==> config.mk <==
export PLATFORM = sky130hd
export DESIGN_NAME = mem_arbiter
export DESIGN_NICKNAME = d
export VERILOG_FILES = /design/src/rtl/mem_arbiter.sv
export SDC_FILE = /design/constraint.sdc
export NUM_CORES = 1
export LEC_CHECK = 0
export CAP_MARGIN = 20
export CORE_ASPECT_RATIO = 0.9
export CORE_MARGIN = 1.5
export CORE_UTILIZATION = 30
export DETAILED_ROUTE_END_ITERATION = 8
export GPL_TIMING_DRIVEN = 1
export PLACE_DENSITY = 0.58
export SLEW_MARGIN = 20
export SYNTH_ARGS = -nofsm -noshare
export SYNTH_HDL_FRONTEND = slang
export SYNTH_SLANG_ARGS = --single-unit
==> constraint.sdc <==
create_clock -name clk -period 1.9 [get_ports clk]
set_input_delay 0.19 -clock clk [delete_from_list [all_inputs] [get_ports clk]]
set_output_delay 0.19 -clock clk [all_outputs]
set_load 0.05 [all_outputs]
==> src/rtl/mem_arbiter.sv <==
// Two-port round-robin arbiter sharing one memory between the CPU core and the host/debug port.
// Each access is IDLE -> ACCESS (MEM_LAT cycles) -> DONE (one-cycle ack) -> IDLE.
module mem_arbiter #(
    parameter int unsigned AW      = 5,
    parameter int unsigned DW      = 8,
    parameter int unsigned MEM_LAT = 1
) (
    input  logic          clk,
    input  logic          rst,
    input  logic          cpu_req,
    input  logic          cpu_we,
    input  logic [AW-1:0] cpu_addr,
    input  logic [DW-1:0] cpu_wdata,
    output logic          cpu_ack,
    input  logic          host_req,
    input  logic          host_we,
    input  logic [AW-1:0] host_addr,
    input  logic [DW-1:0] host_wdata,
    output logic          host_ack,
    output logic [DW-1:0] rdata,
    output logic [AW-1:0] mem_addr,
    output logic [DW-1:0] mem_wdata,
    output logic          mem_rd,
    output logic          mem_wr,
    output logic          mem_data_e,
    input  logic [DW-1:0] mem_rdata,
    output logic          busy,
    output logic          owner
);

    localparam logic [2:0] CntInit = 3'(MEM_LAT - 1);

    typedef enum logic [1:0] {StIdle, StAccess, StDone} state_e;

    state_e     state;
    logic [2:0] cnt;
    logic       last_owner;
    logic       we_q;
    logic       any_req;
    logic       winner;

    // On a tie the requester that did not win last time gets the grant.
    always_comb begin
        any_req = cpu_req | host_req;
        if (cpu_req && host_req) begin
            winner = ~last_owner;
        end else begin
            winner = host_req;
        end
    end

    always_ff @(posedge clk or posedge rst) begin
        if (rst) begin
            state      <= StIdle;
            cnt        <= 3'd0;
            last_owner <= 1'b1;
            we_q       <= 1'b0;
            mem_addr   <= '0;
            mem_wdata  <= '0;
            rdata      <= '0;
            mem_rd     <= 1'b0;
            mem_wr     <= 1'b0;
            mem_data_e <= 1'b0;
            cpu_ack    <= 1'b0;
            host_ack   <= 1'b0;
            busy       <= 1'b0;
        end else begin
            unique case (state)
                StIdle: begin
                    if (any_req) begin
                        state      <= StAccess;
                        cnt        <= CntInit;
                        last_owner <= winner;
                        we_q       <= winner ? host_we : cpu_we;
                        mem_addr   <= winner ? host_addr : cpu_addr;
                        mem_wdata  <= winner ? host_wdata : cpu_wdata;
                        mem_rd     <= winner ? ~host_we : ~cpu_we;
                        mem_wr     <= winner ? host_we : cpu_we;
                        mem_data_e <= winner ? host_we : cpu_we;
                        busy       <= 1'b1;
                    end
                end
                StAccess: begin
                    if (cnt == 3'd0) begin
                        state      <= StDone;
                        mem_rd     <= 1'b0;
                        mem_wr     <= 1'b0;
                        mem_data_e <= 1'b0;
                        cpu_ack    <= ~last_owner;
                        host_ack   <= last_owner;
                        if (!we_q) begin
                            rdata <= mem_rdata;
                        end
                    end else begin
                        cnt <= cnt - 3'd1;
                    end
                end
                StDone: begin
                    state    <= StIdle;
                    cpu_ack  <= 1'b0;
                    host_ack <= 1'b0;
                    busy     <= 1'b0;
                end
                default: begin
                    state <= StIdle;
                end
            endcase
        end
    end

    assign owner = last_owner;

endmodule

**After elaboration in Yosys (flattened, before gate mapping)**

Cells that the tools add are included.

- $add $sub $neg: 1
- Equality and inequality tests: 5
- Muxes and demuxes: 22
- Bitwise gates (word level): 5
- Reductions and logical operators: 13

Operators by type and width:

| operator | count |
|---|---|
| $pmux W1 S2 | 5 |
| $mux W1 | 9 |
| $reduce_and A3 Y1 | 3 |
| $mux W8 | 1 |
| $reduce_and A2 Y1 | 4 |
| $mux W3 | 2 |
| $ne A2 B2 Y1 const B | 3 |
| $pmux W3 S2 | 1 |
| $reduce_bool A2 Y1 | 3 |
| $mux W5 | 1 |
| $mux W2 | 2 |
| $not A1 Y1 | 4 |
| $pmux W2 S2 | 1 |
| $logic_not A3 Y1 | 1 |
| $sub A3 B1 Y3 const B | 1 |
| $eq A2 B1 Y1 const B | 1 |
| $eq A2 B2 Y1 const B | 1 |
| $logic_not A2 Y1 | 1 |
| $logic_and A1 B1 Y1 | 1 |
| $or A1 B1 Y1 | 1 |

- Flip-flop bits (word level): 33
- Bits of input ports: 40
- Output and inout bits: 28
- Word-level logic and storage cells: 58

**Depth between registers and ports, before layout**

Gate-level depths: netlist of run 1.

- Word-level depth: 5
- Gate-level depth with buffers: 6
- Depth with buffers taken out: 5

**Worst setup path before layout of run 1**

Ideal clock, no wire load.

- Kind: flip-flop to flip-flop
- Start: register last_owner (netlist: owner)
- End: register mem_addr[0]
- Setup time: 125 ps
- Arrival: 1557 ps
- Path slack: 218 ps
- Stages on the path, launching flop included: 6
- Path through: dfstp_2 > a21bo_2 > buf_2 > buf_2 > mux2i_1 > o21ai_1

- Word-level cells in the longest chain between the ends: 3

RTL lines:

| what | line | RTL |
|---|---|---|
| start, declared | 37 | `logic last_owner;` |
| start signal, assigned | 73 | `last_owner <= winner;` |
| $not A1 Y1 | 46 | `winner = ~last_owner;` |
| $mux W1 | 45 | `if (cpu_req && host_req) begin` |
| $mux W5 | 75 | `mem_addr <= winner ? host_addr : cpu_addr;` |
| end signal, assigned | 75 |  |
| end, declared | 21 | `output logic [AW-1:0] mem_addr,` |

Every way passes these cells.
A chain may end at the register's enable or synchronous reset.

**Worst setup path in the final report of run 1**

- Start: register cnt[0]
- End: register rdata[6]

- Word-level cells in the longest chain between the ends: 2

RTL lines:

| what | line | RTL |
|---|---|---|
| start, declared | 36 | `logic [2:0] cnt;` |
| start signal, assigned | 72 | `cnt <= CntInit;` |
| start signal, assigned | 95 | `cnt <= cnt - 3'd1;` |
| $logic_not A3 Y1 | 84 | `if (cnt == 3'd0) begin` |
| $reduce_and A3 Y1 (no line) | - |  |
| end signal, assigned | 92 | `rdata <= mem_rdata;` |
| end, declared | 20 | `output logic [DW-1:0] rdata,` |

Every way passes these cells.

==> flow_summary.ini, run 1 <==
[run_status]
outcome = complete, no violations

[routing]
drc = 0
ant_nets = 0
viasPerCell = 4.59
dr.pass1.iters = 4
drt_iter0_markers = 57
vias = 1225
wl_microns = 3580
routedWlPerCell_microns = 13.4

[placement]
globalplace.congestion = 0.782
post_dp_cell_area_sq_um = 2240
dp_hpwl_microns = 2670
place.port_buffers = 67

[setup_path]
arrival_ps = 1860
required_ps = 2070
start_kind = flip-flop
end_kind = flip-flop
path_max_fanout = 8
cp_slowest_stage_delay_ps = 390
cp.buffers_inverters = 1
crit_family = simple AND/OR/NAND/NOR gates
slowest_stage = dfrtp_1
critPathKind = flip-flop to flip-flop
path_cells = inv_1 -> ha_1 -> nand4bb_1 -> nor2_2 -> mux2_2

[sta]
rsz0062_at_grt = false
finalSetupViolations = 0
tightest_slew_ps = 583
slew_violations = 0
maxSlewHeadroom_pct = 61.1
hold_violations = 0
period_needed_ps = 1690
fmax_mhz = 592
setup_tns_ps = 0
min_period_over_period_pct = 88.9
fin_skew_ps = 2.97

[logic_synthesis]
syn_avg_cell_area_sq_um = 11.5
netlist-cell-type-count = 25
yosys.area_share.adder_pct = 1.67
syn_nets = 172
ys_seq_elements = 33
syn_area_sq_um = 1500
synth_seq_area_share_pct = 55.3
synth_compound_area_share_pct = 13.5
muxShareOfSynthArea_pct = 17.4
synth_xor_area_share_pct = 0
synth_top_family_by_area = multiplexers
synthDominantCellAreaShare_pct = 53.6
synthSimpleGateAreaFrac_pct = 6.19
yosys.area.top_type = dfrtp_1
synth-warning-count = 0
netlist_instances = 130
ys_top_cells_by_area = dfrtp_1 54%, mux2i_1 11%, o21ai_0 7.7%

[global_route]
grt_overflow = 0
track_usage_pct = 14.9
grt_pass1_wl_microns = 6290
grt_max_degree = 21
grt_pass1_vias = 1377
antenna_found_initial = 0

[final_layout]
nets = 243
fin_area_sq_um = 2340
synthToLayoutAreaGrowth_pct = 56.6
fillerInstances = 436
multi_input_area_sq_um = 579
antenna_cells = 0
drive_gt1_share_pct = 12.9
regArea_sq_um = 827

[power_and_ir_drop]
power.density_nw_per_um2 = 1890
pwr-share-comb_pct = 58.5
switching_power_uw = 2100
leakage_uw = 0.00102
ir_drop_uv = 872
p_sw_share_pct = 47.3
p_int_uw = 2330
clockPowerShare_pct = 13.1
power_frac_seq_pct = 28.4

[clock_network]
cts_made_buffers = 5
cts_buffer_depth = 2
cts.sinks = 33
path_clk_slew_ps = 70
cts_setup_buffers = 0
cts_max_level = 2
cts_tree = yes
ctsResizeCount = 0
clock_latency_ps = 280
postCtsHoldBufs = 0
clockRootBuffer = clkbuf_8

[worst_hold_path]
hp-class = input port to asynchronous set/reset pin

[die]
dieArea_sq_um = 5420
core_area_sq_um = 4830
die_height_microns = 70.0
start_util_pct = 30.9
row_count = 24
ios = 68
die_x_microns = 77.4

[run]
cap_violations = 0
## worst paths after layout
kind / from / to / slack [ps] / depth (start not counted)
min in group clk: cnt[0] / cnt[0] / 480 / 1
max in group asynchronous: rst / mem_addr[4] / 1120 / 3
setup / recovery: cnt[0] / rdata[6] / 210 / 5
hold / removal: rst / rdata[4] / 280 / 2
hold reg to reg: cnt[0] / cnt[0] / 480 / 1
setup reg to reg: cnt[0] / rdata[6] / 210 / 5
## placed cells by master (no fill, tap or decap), types with 2 or more instances in the layout
| cell | Yosys | final |
|---|---|---|
| clkdlybuf4s50_1 | 0 | 66 |
| dfrtp_1 | 32 | 32 |
| o21ai_0 | 23 | 23 |
| mux2i_1 | 17 | 17 |
| o21ai_1 | 9 | 9 |
| mux2_2 | 8 | 8 |
| inv_1 | 7 | 7 |
| clkbuf_8 | 0 | 7 |
| buf_4 | 1 | 6 |
| nor2_1 | 4 | 4 |
| nand2_1 | 3 | 3 |
| or2_1 | 2 | 2 |
| nand2b_1 | 2 | 2 |
| o2bb2ai_1 | 2 | 2 |
| nand3_1 | 2 | 2 |
| ha_1 | 2 | 2 |
## area by class of cell
type / count / share of cell area, %
Tap cell: 65 / 3.47
Clock buffer: 7 / 4.12
Timing Repair Buffer: 73 / 31.0
Sequential cell: 33 / 35.3
Inverter: 7 / 1.12
Clock inverter: 1 / 0.214
Multi-Input combinational cell: 81 / 24.7
## power by group through the flow
stage | clock network, uW | logic, uW | registers [uW]
global route | 635 | 2780 | 1320
global placement | 0 | 2570 | 1260
CTS | 597 | 2620 | 1260
floorplan | 0 | 860 | 2210
finish | 582 | 2590 | 1260
detailed placement | 0 | 2610 | 1270
## routing by layer
metal	wire [microns]	up-vias	GRT usage [%]	share of wire, %
li1	-	590	-	-
met1	1510	576	17.0	42
met2	1710	55	24.8	48
met3	328	4	6.80	9.2
met4	31	0	4.85	0.87
met5	0	-	0	0
## registers in the layout, indices dropped and copies added, names as in the netlist, 2 cells and up
register	count
mem_wdata	8
rdata	8
mem_addr	5
cnt	3
state	2
## cell usage after synthesis, drive strengths merged
library cell	number
inv	7
o21ai	32
nand3	2
o211ai	1
nand3b	1
nand2	3
nand4bb	1
mux2i	17
clkbuf	3
ha	2
or2	2
a21bo	1
o22ai	1
buf	6
nand2b	2
o2bb2ai	2
nor2b	1
mux2	8
dfstp	1
dfrtp	32
nor2	5
## worst reg2reg max path, delay by kind of cell, from the launching register on
family / cells / cell delay [ps]
flops: 1 / 390
mux: 1 / 390
fa+ha+maj: 1 / 200
simple gates: 2 / 510
buf+inv: 1 / 100
## through the flow
step | setup slack, ps | utilization (%) | total power [uW] | std cells | hold WS [ps]
after floorplan | 218 | - | 3070 | 130 | 318
after global placement | 299 | 46.3 | 3830 | 259 | 460
after detailed placement | 190 | 46.3 | 3880 | 259 | 468
after CTS | 172 | 48.4 | 4480 | 267 | 307
after global routing | 115 | 48.4 | 4730 | 267 | 324
final | 210 | 48.4 | 4430 | 267 | 275
## cells by family after synthesis
family / count (synthesis)
AOI/OAI and AO/OA: 37
adders and majority gates: 2
buffers and inverters: 16
DFF: 33
muxes: 25
and+or+nand+nor: 17
(Power assumes the default switching activity.)
==> inputs of run 2 (changes only) <==
--- a/config.mk
+++ b/config.mk
@@ -9,9 +9,10 @@
 export CORE_ASPECT_RATIO = 0.9
 export CORE_MARGIN = 1.5
 export CORE_UTILIZATION = 30
+export CTS_CLUSTER_DIAMETER = 150
 export DETAILED_ROUTE_END_ITERATION = 8
 export GPL_TIMING_DRIVEN = 1
-export PLACE_DENSITY = 0.58
+export PLACE_DENSITY = 0.6
 export SLEW_MARGIN = 20
 export SYNTH_ARGS = -nofsm -noshare
 export SYNTH_HDL_FRONTEND = slang
==> constraint.sdc (replaced) <==
create_clock -name clk -period 1.4 [get_ports clk]
set_input_delay 0.14 -clock clk [delete_from_list [all_inputs] [get_ports clk]]
set_output_delay 0.14 -clock clk [all_outputs]
set_load 0.05 [all_outputs]
==> flow_summary.ini, run 2 (synthesized netlist as in run 1, its figures left out) <==
[placement]
globalplace.congestion = 0.786
dp_hpwl_microns = 2780
pre_cts_slack_ps = -178
place.port_buffers = 67

[global_route]
grt_pass1_wl_microns = 6390
grt_overflow = 0
antenna_found_initial = 0
track_usage_pct = 15.1
grt_max_degree = 34
grt_pass1_vias = 1360

[clock_network]
cts.sinks = 33
clock_latency_ps = 280
path_clk_slew_ps = 70
cts_buffer_depth = 2
cts_max_level = 2
cts_tree = yes
cts_made_buffers = 5
clockRootBuffer = clkbuf_8
postCtsHoldBufs = 0

[routing]
wl_microns = 3740
dr.pass1.iters = 4
ant_nets = 0
drt_iter0_markers = 29
vias = 1284
drc = 0
routedWlPerCell_microns = 13.4
viasPerCell = 4.60

[final_layout]
fillerInstances = 426
final_cell_mix = 39 x clkdlybuf4s50_1, 36 x buf_4, 31 x dfrtp_1, 20 x o21ai_0, 16 x mux2i_1
largest_registers = mem_wdata: 8 flops, rdata: 8 flops, mem_addr: 5 flops
synthToLayoutAreaGrowth_pct = 70.7
antenna_cells = 0
drive_gt1_share_pct = 34.1
layout_commonest_cell = clkdlybuf4s50_1
nets = 255

[die]
start_util_pct = 30.9
row_count = 24
dieArea_sq_um = 5420
ios = 68
core_area_sq_um = 4830
die_x_microns = 77.4
die_height_microns = 70.0

[setup_path]
critPathKind = flip-flop to flip-flop
end_kind = flip-flop
required_ps = 1560
path_cells = inv_2 -> ha_4 -> nand4bb_4 -> nor2_4 -> buf_12 -> mux2_4
arrival_ps = 1580
path_max_fanout = 8
start_kind = flip-flop
reg2regPathDepth = 6
cp_slowest_stage_delay_ps = 390
slowest_stage = dfrtp_1

[sta]
fin_skew_ps = 5.36
fmax_mhz = 706
period_needed_ps = 1420
setup_ws_ps = -16.7
finalSetupViolations = 8
min_period_over_period_pct = 101
hold_violations = 0
tightest_slew_ps = 233
setup_tns_ps = -91.0
rsz0062_at_grt = true
slew_violations = 0
maxSlewHeadroom_pct = 84.2

[power_and_ir_drop]
power.density_nw_per_um2 = 2630
leakage_uw = 0.00117
ir_drop_uv = 1120

[worst_hold_path]
hp-class = input port to asynchronous set/reset pin

[run_status]
violations = negative setup slack
outcome = finished, violations left

[run]
cap_violations = 0
[run 2: cell count changes in the layout (fill, tap and decap cells not counted), sizes merged]
| cell | change |
|---|---|
| clkbuf | +1 |
| clkdlybuf4s50 | -27 |
| clkinv | -1 |
| buf | +39 |
[run 2: report_power, final]
group,internal [uW],switching [uW],leakage (uW),total (uW)
registers,1440,334,0.000401,1780
clock network,400,316,0.0000455,716
logic,1830,2410,0.000724,4230
[run 2: stage by stage]
step                instance area (sq um)  total power (uW)  std cells  util (%)  hold WS [ps]
floorplan                            1520              4220        130         -           268
global placement                     2340              5530        267      48.4           491
detailed placement                   2340              5620        267      48.4           503
CTS                                  2540              6720        278      52.5           214
global route                         2550              7100        279      52.8           238
finish                               2550              6730        279      52.8           209
[run 2: final cells by class]
class	instances	area [sq um]	share of cell area, %
well taps	65	81.3	3.19
multi-input cells	81	666	26.1
repair buffers	85	861	33.7
flip-flops and latches	33	828	32.5
inverters	7	26.3	1.03
clock buffers	8	90.1	3.53
[run 2: worst max-delay path: cells and delay by family, from the launching register on]
kind | cells | cell delay (ps)
fa+ha+maj | 1 | 140
buf+inv | 2 | 220
flops | 1 | 390
mux | 1 | 300
simple gates | 2 | 240
[run 2: repair_timing]
action,in CTS,in global routing
setup endpoints to repair,24,18
setup buffers,3,1
resized for setup,17,5
pin swaps,2,0
[run 2: worst paths after layout]
path                       slack (ps)         start     endpoint
max in group asynchronous         950           rst        owner
hold reg to reg                   510      rdata[1]     rdata[1]
setup reg to reg                  -20        cnt[0]     rdata[0]
setup / recovery                  -20        cnt[0]     rdata[0]
min in group clk                  490  host_addr[4]  mem_addr[4]
hold / removal                    210           rst     rdata[1]
[run 2: per-layer routing]
| metal | vias to the layer above | GRT usage (%) | share of wire, % |
|---|---|---|---|
| li1 | 618 | - | - |
| met1 | 602 | 18.3 | 44 |
| met2 | 56 | 24.4 | 47 |
| met3 | 8 | 5.23 | 7.0 |
| met4 | 0 | 6.67 | 1.8 |
| met5 | - | 0 | 0 |
